File: config.mk
export PLATFORM = sky130hd
export DESIGN_NAME = pkt_5tuple_parser
export DESIGN_NICKNAME = d
export VERILOG_FILES = /design/src/rtl/pkt_5tuple_parser.sv
export SDC_FILE = /design/constraint.sdc
export NUM_CORES = 1
export LEC_CHECK = 0
export ABC_AREA = 1
export CORE_AREA = 3 3 293 295
export CTS_CLUSTER_SIZE = 28
export DETAILED_ROUTE_END_ITERATION = 7
export DIE_AREA = 0 0 296 298
export PLACE_DENSITY = 0.55
export SLEW_MARGIN = 20
export SYNTH_ARGS = -nofsm -noshare
export SYNTH_HDL_FRONTEND = slang
export SYNTH_SLANG_ARGS = --single-unit
File: constraint.sdc
create_clock -name clk -period 5.85 [get_ports clk]
set_input_delay 0.8775 -clock clk [delete_from_list [all_inputs] [get_ports clk]]
set_output_delay 0.8775 -clock clk [all_outputs]
set_load 0.05 [all_outputs]
File: src/rtl/pkt_5tuple_parser.sv
// Ethernet/IPv4 5-tuple extractor: takes header fields from a packet's first beat
// and emits a registered 5-tuple (plus the TCP sequence number) when the packet completes.
module pkt_5tuple_parser #(
  parameter int DATA_WIDTH = 512,
  parameter int CNT_WIDTH  = 32
) (
  input  logic                  clk,
  input  logic                  reset,
  input  logic [7:0]            in_pkt_ctl,
  input  logic [DATA_WIDTH-1:0] in_pkt_data,
  output logic                  out_valid_5tuple,
  output logic [103:0]          out_5tuple,
  output logic                  out_valid_sqn,
  output logic [31:0]           out_sqn,
  output logic [CNT_WIDTH-1:0]  stat_pkt_cnt,
  output logic [CNT_WIDTH-1:0]  stat_drop_cnt,
  output logic [CNT_WIDTH-1:0]  stat_err_cnt
);

  typedef enum logic {IDLE, IN_PKT} state_e;

  typedef struct packed {
    logic [103:0] tuple;
    logic [31:0]  sqn;
    logic         eligible;
    logic         is_tcp;
  } hdr_t;

  localparam logic [7:0] CTL_INVALID = 8'h00;
  localparam logic [7:0] CTL_START   = 8'h01;
  localparam logic [7:0] CTL_PAYLOAD = 8'h02;
  localparam logic [7:0] CTL_END     = 8'h03;
  localparam logic [7:0] CTL_SINGLE  = 8'h04;
  localparam logic [7:0] PROTO_TCP   = 8'h06;
  localparam logic [7:0] PROTO_UDP   = 8'h11;

  // Byte 0 of a beat sits in the most significant byte lane.
  function automatic logic [7:0] byte_at(input logic [DATA_WIDTH-1:0] d, input int n);
    return d[DATA_WIDTH-1-8*n -: 8];
  endfunction

  function automatic logic [CNT_WIDTH-1:0] sat_inc(input logic [CNT_WIDTH-1:0] q, input logic en);
    return (en && (q != '1)) ? q + CNT_WIDTH'(1) : q;
  endfunction

  state_e               state_q, state_d;
  hdr_t                 hold_q, hold_d;
  hdr_t                 fresh_hdr, done_hdr;
  logic                 done, err;
  logic                 out_valid_5tuple_q, out_valid_sqn_q;
  logic [103:0]         out_5tuple_q;
  logic [31:0]          out_sqn_q;
  logic [CNT_WIDTH-1:0] stat_pkt_cnt_q, stat_drop_cnt_q, stat_err_cnt_q;
  logic [15:0]          ethertype;
  logic [7:0]           ver_ihl, proto;
  logic                 unused_data;

  // Only the header bytes are decoded; the rest of the beat is intentionally dropped.
  assign unused_data = ^in_pkt_data;

  always_comb begin
    ethertype          = {byte_at(in_pkt_data, 12), byte_at(in_pkt_data, 13)};
    ver_ihl            = byte_at(in_pkt_data, 14);
    proto              = byte_at(in_pkt_data, 23);
    fresh_hdr.tuple    = {byte_at(in_pkt_data, 26), byte_at(in_pkt_data, 27),
                          byte_at(in_pkt_data, 28), byte_at(in_pkt_data, 29),
                          byte_at(in_pkt_data, 30), byte_at(in_pkt_data, 31),
                          byte_at(in_pkt_data, 32), byte_at(in_pkt_data, 33),
                          byte_at(in_pkt_data, 34), byte_at(in_pkt_data, 35),
                          byte_at(in_pkt_data, 36), byte_at(in_pkt_data, 37), proto};
    fresh_hdr.sqn      = {byte_at(in_pkt_data, 38), byte_at(in_pkt_data, 39),
                          byte_at(in_pkt_data, 40), byte_at(in_pkt_data, 41)};
    fresh_hdr.eligible = (ethertype == 16'h0800) && (ver_ihl == 8'h45) &&
                         ((proto == PROTO_TCP) || (proto == PROTO_UDP));
    fresh_hdr.is_tcp   = (proto == PROTO_TCP);
  end

  // NOTE: every signal driven here gets a default first, so no path can infer a latch.
  always_comb begin
    state_d  = state_q;
    hold_d   = hold_q;
    done     = 1'b0;
    done_hdr = hold_q;
    err      = 1'b0;
    unique case (state_q)
      IDLE: begin
        case (in_pkt_ctl)
          CTL_INVALID: ;
          CTL_START: begin
            hold_d  = fresh_hdr;
            state_d = IN_PKT;
          end
          CTL_SINGLE: begin
            done     = 1'b1;
            done_hdr = fresh_hdr;
          end
          default: err = 1'b1;
        endcase
      end
      IN_PKT: begin
        case (in_pkt_ctl)
          CTL_INVALID, CTL_PAYLOAD: ;
          CTL_END: begin
            done    = 1'b1;
            state_d = IDLE;
          end
          CTL_START: begin
            err    = 1'b1;
            hold_d = fresh_hdr;
          end
          CTL_SINGLE: begin
            err      = 1'b1;
            done     = 1'b1;
            done_hdr = fresh_hdr;
            state_d  = IDLE;
          end
          default: begin
            err     = 1'b1;
            state_d = IDLE;
          end
        endcase
      end
      default: state_d = IDLE;
    endcase
  end

  // NOTE: sequential state uses non-blocking assignments so all registers update together.
  always_ff @(posedge clk) begin
    if (reset) begin
      state_q            <= IDLE;
      hold_q             <= '0;
      out_valid_5tuple_q <= 1'b0;
      out_5tuple_q       <= '0;
      out_valid_sqn_q    <= 1'b0;
      out_sqn_q          <= '0;
      stat_pkt_cnt_q     <= '0;
      stat_drop_cnt_q    <= '0;
      stat_err_cnt_q     <= '0;
    end else begin
      state_q            <= state_d;
      hold_q             <= hold_d;
      out_valid_5tuple_q <= done && done_hdr.eligible;
      out_5tuple_q       <= (done && done_hdr.eligible) ? done_hdr.tuple : '0;
      out_valid_sqn_q    <= done && done_hdr.eligible && done_hdr.is_tcp;
      out_sqn_q          <= (done && done_hdr.eligible && done_hdr.is_tcp) ? done_hdr.sqn : '0;
      stat_pkt_cnt_q     <= sat_inc(stat_pkt_cnt_q, done && done_hdr.eligible);
      stat_drop_cnt_q    <= sat_inc(stat_drop_cnt_q, done && !done_hdr.eligible);
      stat_err_cnt_q     <= sat_inc(stat_err_cnt_q, err);
    end
  end

  assign out_valid_5tuple = out_valid_5tuple_q;
  assign out_5tuple       = out_5tuple_q;
  assign out_valid_sqn    = out_valid_sqn_q;
  assign out_sqn          = out_sqn_q;
  assign stat_pkt_cnt     = stat_pkt_cnt_q;
  assign stat_drop_cnt    = stat_drop_cnt_q;
  assign stat_err_cnt     = stat_err_cnt_q;

endmodule
# ---- Word level (Yosys, flattened, before mapping)
# Cells that the tools add are included.
dict set report classes {
  addsub 3
  eq_ne 11
  n_mux 11
  bitwise 3
  n_reduce_logical 17
}
# operator n
set op_table {}
lappend op_table {{two-way mux 138 bit} 2}
lappend op_table {{adder 32 x 1 -> 32 bit, second input constant} 3}
lappend op_table {{!= test 32 bit, second input constant} 3}
lappend op_table {{== test 16 x 12 -> 1 bit, second input constant} 1}
lappend op_table {{== test 8 x 2 -> 1 bit, second input constant} 2}
lappend op_table {{== test 8 x 3 -> 1 bit, second input constant} 2}
lappend op_table {{OR reduction 3 bit} 3}
lappend op_table {{== test 8 x 1 -> 1 bit, second input constant} 1}
lappend op_table {{== test 8 x 5 -> 1 bit, second input constant} 1}
lappend op_table {{== test 8 x 7 -> 1 bit, second input constant} 1}
lappend op_table {{logical AND 1 bit} 8}
lappend op_table {{zero test 8 bit} 1}
lappend op_table {{two-way mux 1 bit} 6}
lappend op_table {{case mux 1 bit (2 select lines)} 3}
lappend op_table {{OR reduction 2 bit} 3}
lappend op_table {{NOT 1 bit} 3}
lappend op_table {{zero test 1 bit} 1}
lappend op_table {{logical OR 1 bit} 1}
dict set report word_totals {
  regBits 373
  input_bits 522
  output_inout_bits 234
  elab_cells 57
}

# ---- Logic depth before layout (Yosys ltp)
dict set report logic_depth {
  word_depth 8
  ltp_mapped 13
  depth_no_buf 12
}

# ---- Worst setup path before layout
# No wires, ideal clock.
dict set report synth_path {
  path_type {reg2reg}
  startpoint {register stat_drop_cnt_q[1], in the netlist stat_drop_cnt[1]}
  endpoint {register stat_drop_cnt_q[21], in the netlist stat_drop_cnt[21]}
  setup_ps 128
  t_arrival_ps 2157
  required_ps 5722
  slack_ps 3566
  path_stages_with_launch 12
  path_buffers 1
  period_less_slack_ps 2284
  cell_sequence {dfxtp_1 > ha_1 > inv_1 > nor2_2 > nand2_1 > nor2_1 > nand2_2 > nand4_2 > buf_2 > nand2_1 > nand2_1 > nor2_1}
}
dict set report synth_via {
  elab_chain_len 2
  word_cells_on_any_way 3
  classes_between {add/sub: 1; eq/ne: 1; reduce/logical: 1}
}
# element line
set synth_lines {}
lappend synth_lines {{start, declared} 53} ;# logic [CNT_WIDTH-1:0] stat_pkt_cnt_q, stat_drop_cnt_q, stat_err_cnt_q;
lappend synth_lines {{start signal, assigned} 147} ;# stat_drop_cnt_q <= sat_inc(stat_drop_cnt_q, done && !done_hdr.eligible);
lappend synth_lines {{branches (longest 2 deep; another with adder 32 x 1 -> 32 bit)} n/a}
# Parallel ways; which one is timed is not known.
# A chain may end at the register's enable or synchronous reset.

# ---- Worst setup path in the final report
dict set report layout_path {
  startpoint {input in_pkt_ctl[4]}
  endpoint {register out_sqn_q[25], in the netlist out_sqn[25]}
}
dict set report layout_via {
  elab_chain_len 8
  word_cells_on_any_way 11
  classes_between {eq/ne: 2; mux: 4; bitwise: 1; reduce/logical: 4}
}
# element line
set layout_lines {}
lappend layout_lines {{start, declared} 9} ;# input logic [7:0] in_pkt_ctl,
lappend layout_lines {{== test 8 x 2 -> 1 bit or == test 8 x 3 -> 1 bit (tied branches)} {101, 87}}
lappend layout_lines {{OR reduction 2 bit (no source line)} n/a}
lappend layout_lines {{two-way mux 1 bit} 101} ;# case (in_pkt_ctl)
lappend layout_lines {{case mux 1 bit (2 select lines)} 85} ;# unique case (state_q)
lappend layout_lines {{logical AND 1 bit (2 in a row)} 145} ;# out_sqn_q <= (done && done_hdr.eligible && done_hdr.is_tcp) ? done_hdr.sqn : '0;
lappend layout_lines {{NOT 1 bit (no source line)} n/a}
lappend layout_lines {{OR reduction 2 bit (no source line)} n/a}
lappend layout_lines {{end signal, assigned} 145}
lappend layout_lines {{end, declared} 52} ;# logic [31:0] out_sqn_q;
# Parallel ways exist; a longest one is shown, timed or not.

==> metrics.txt <==
Reg clk slew, reported paths=0.06 ns; Residual DRC=0; combinational share of power=4.2%; Max Cap Viol=0; global route total overflow=0; # placed instances=3798; Clk Latency, worst-skew pair=0.59 ns; power density cells=246 mW/mm²; Slew HR=33.4%; Final Hold Viols=0; fill count=9126; cts bufs inserted=45; Critical Path AT=4.24 ns; most frequent cells in the layout=nand2_1 (675), nor2_1 (475), clkdlybuf4s50_1 (402), dfxtp_1 (373), inv_1 (224); flop2flop setup slack=3.00 ns; Setup TNS=0 ns; crit path capture type=flip-flop; clock power share=50.5%; antenna violations before repair=4; cell repeated most along the worst path=nand2_1; sw frac=22.9%; highest clock rate=265 MHz; Worst Skew=0.0225 ns; DRT iter0 DRCs=856; Avg WL per Cell=15.3 µm; Area Overhead vs Synth=39.7%; R2R Path Start=stat_pkt_cnt[1]; Hold-fix buffers, CTS=0; DIE AREA=0.0882 mm²; CP max FO=103; Pre-antenna DRT Iters=5; largest net degree at the start of global routing=117; Worst Reg-to-Reg Cells=10; Longest Clk Path Bufs=3; # Post-CTS Setup Buffers=0; post-layout min period=3.78 ns; DR vias/cell=4.10; # H-tree levels=2; Mapped Area=0.0164 mm²; hpwl dp=40300 µm; Total Wirelength=59300 µm; # clock sinks=373; Syn Area/Cell=6.76 µm²; crit path cell chain=clkdlybuf4s50_1 -> inv_1 -> nand2_1 -> nor2_2 -> nand2_8 -> clkinv_4 -> buf_12 -> nand3_1 -> nand2_1 -> nand2_2 -> nor2_1; GRT Overall Usage=12.9%; outcome=finished clean; die height=298 µm; Yosys warning count=0; Worst Setup SP=in_pkt_ctl[4]; Mapped Cells=2421; maximum vdd drop=183 µV; sequential share of power=45.4%; share of cells above drive strength 1=3.89%; vias=15900; Antenna diodes=0; antenna viol nets, final=0; critical path endpoint=out_sqn[25]; Initial Util=19.6%; IO Pins=756; Core ar.=0.0834 mm²; first-pass GRT wire length=89600 µm; RSZ-0062 raised after global routing=no; Root Buffer=clkbuf_16; static leakage=8.24 nW; post-synthesis sequential area ratio=45.7%; Finished Layout Cells=3879; Yosys reg bits=373; post_cts resized=0; Syn Nets=2946; # setup viols final=0; Die X=296 µm; Int Power=4.33 mW; Post-DP Area=0.0214 mm²; fin crit share=64.6%; worst slew pin tran=1.00 ns; Netlist cell types=32; CTS tree=done; Max stage delay on crit path=0.52 ns; worst reg2reg endpoint=stat_pkt_cnt[29]; Slew Limit Fails=0; Sw Pwr=1.29 mW; most common cell after layout, fill and taps aside=nand2_1; slowest cell on the critical path=nand2_2; worst hold path type=reg2reg; cell area after layout=0.0229 mm²; Port Buffer Count=403; GPL Wtd Cong=0.896; crit path kind=in2reg; crit path launch type=primary input; nets=3290; Critical Path RT=6.31 ns; vias in the first global route=15100; Std-Cell Rows=106
## worst min path at each step
stage                from             end  slack (ns)  cells after the start
2_1_floorplan  hold_q[34]   out_5tuple[0]        0.44                      2
3_3_place_gp   hold_q[55]  out_5tuple[21]        0.45                      2
3_5_place_dp   hold_q[92]  out_5tuple[58]        0.45                      2
4_1_cts        hold_q[36]   out_5tuple[2]        0.46                      2
5_1_grt        hold_q[92]  out_5tuple[58]        0.47                      2
6_report       hold_q[36]   out_5tuple[2]        0.46                      2
## cells by family after synthesis
family                   share of synthesized area, %
AND/OR/NAND/NOR                                  31.4
XOR/XNOR                                         3.37
flip-flops                                       45.7
AO/OA/AOI/OAI                                    10.7
buffers and inverters                            8.65
adder cells (fa/ha/maj)                         0.230
## cells in the mapped netlist
library cell | number | area share (%)
nand2_4 | 1 | 0.069
nor2b_1 | 1 | 0.038
nor4_1 | 2 | 0.076
nor3_1 | 23 | 0.70
nor3b_1 | 2 | 0.092
nand3_4 | 2 | 0.21
nor2_1 | 475 | 11
ha_1 | 3 | 0.23
inv_2 | 3 | 0.069
o21ai_0 | 176 | 5.4
xnor2_1 | 7 | 0.37
clkbuf_1 | 82 | 1.9
xor2_1 | 56 | 3.0
a21oi_1 | 173 | 5.3
dfxtp_1 | 373 | 46
nand2_2 | 5 | 0.19
nand4_1 | 40 | 1.5
nand3_2 | 2 | 0.12
nand4_2 | 3 | 0.23
and3_1 | 2 | 0.076
clkinv_4 | 1 | 0.054
o21ai_2 | 1 | 0.054
buf_4 | 5 | 0.23
buf_6 | 8 | 0.55
nand3_1 | 43 | 1.3
buf_2 | 19 | 0.58
or2_2 | 1 | 0.038
buf_1 | 5 | 0.11
inv_1 | 225 | 5.2
nand2_1 | 675 | 15
or2_1 | 1 | 0.038
nor2_2 | 6 | 0.23
## layer usage
metal	vias to the layer above	wire length (µm)	GRT usage [%]	part of all wire (%)
li1	8232	-	-	-
met1	7141	27600	17.3	47
met2	464	24300	19.4	41
met3	71	6470	5.53	11
met4	4	943	2.55	1.6
met5	-	27	0	0.046
## layout make-up
type	instances	area (µm²)	share of cell area, %
Sequential cell	373	7470	32.7
Clock buffer	68	1320	5.79
Clock inverter	13	170	0.745
Inverter	229	875	3.83
Multi-Input combinational cell	1700	7490	32.8
Tap cell	1080	1350	5.91
Timing Repair Buffer	416	4180	18.3
## state kept, by name (all words and copies together), names as in the netlist
signal and count:
out_sqn 32, stat_pkt_cnt 32, stat_err_cnt 32, out_valid_sqn 1, stat_drop_cnt 32, out_5tuple 104
out_valid_5tuple 1, hold_q 138, state_q 1
## power by group through the flow
stage	Sequential, mW	Clock [mW]	Combinational (mW)
floorplan	2.62	0	0.0698
global placement	2.61	0	0.235
detailed placement	2.61	0	0.236
CTS	2.55	2.96	0.238
global route	2.55	3.06	0.257
finish	2.55	2.84	0.234
## per-stage QoR
step                      hold WS (ns)  util, %  total power, mW  worst slack, ns
after global routing             0.474     27.4             5.86             1.78
after CTS                        0.458     27.4             5.75             1.93
after floorplan                  0.437        -             2.69             3.57
final                            0.456     27.4             5.62             2.07
after global placement           0.447     25.6             2.84             1.29
after detailed placement         0.451     25.6             2.84             1.32
## worst max-delay path: cells and delay by family
family                 cells  cell delay [ns]
and+or+nand+nor            7             2.07
buffers and inverters      4             1.07
Power figures use the tool's default switching activity.
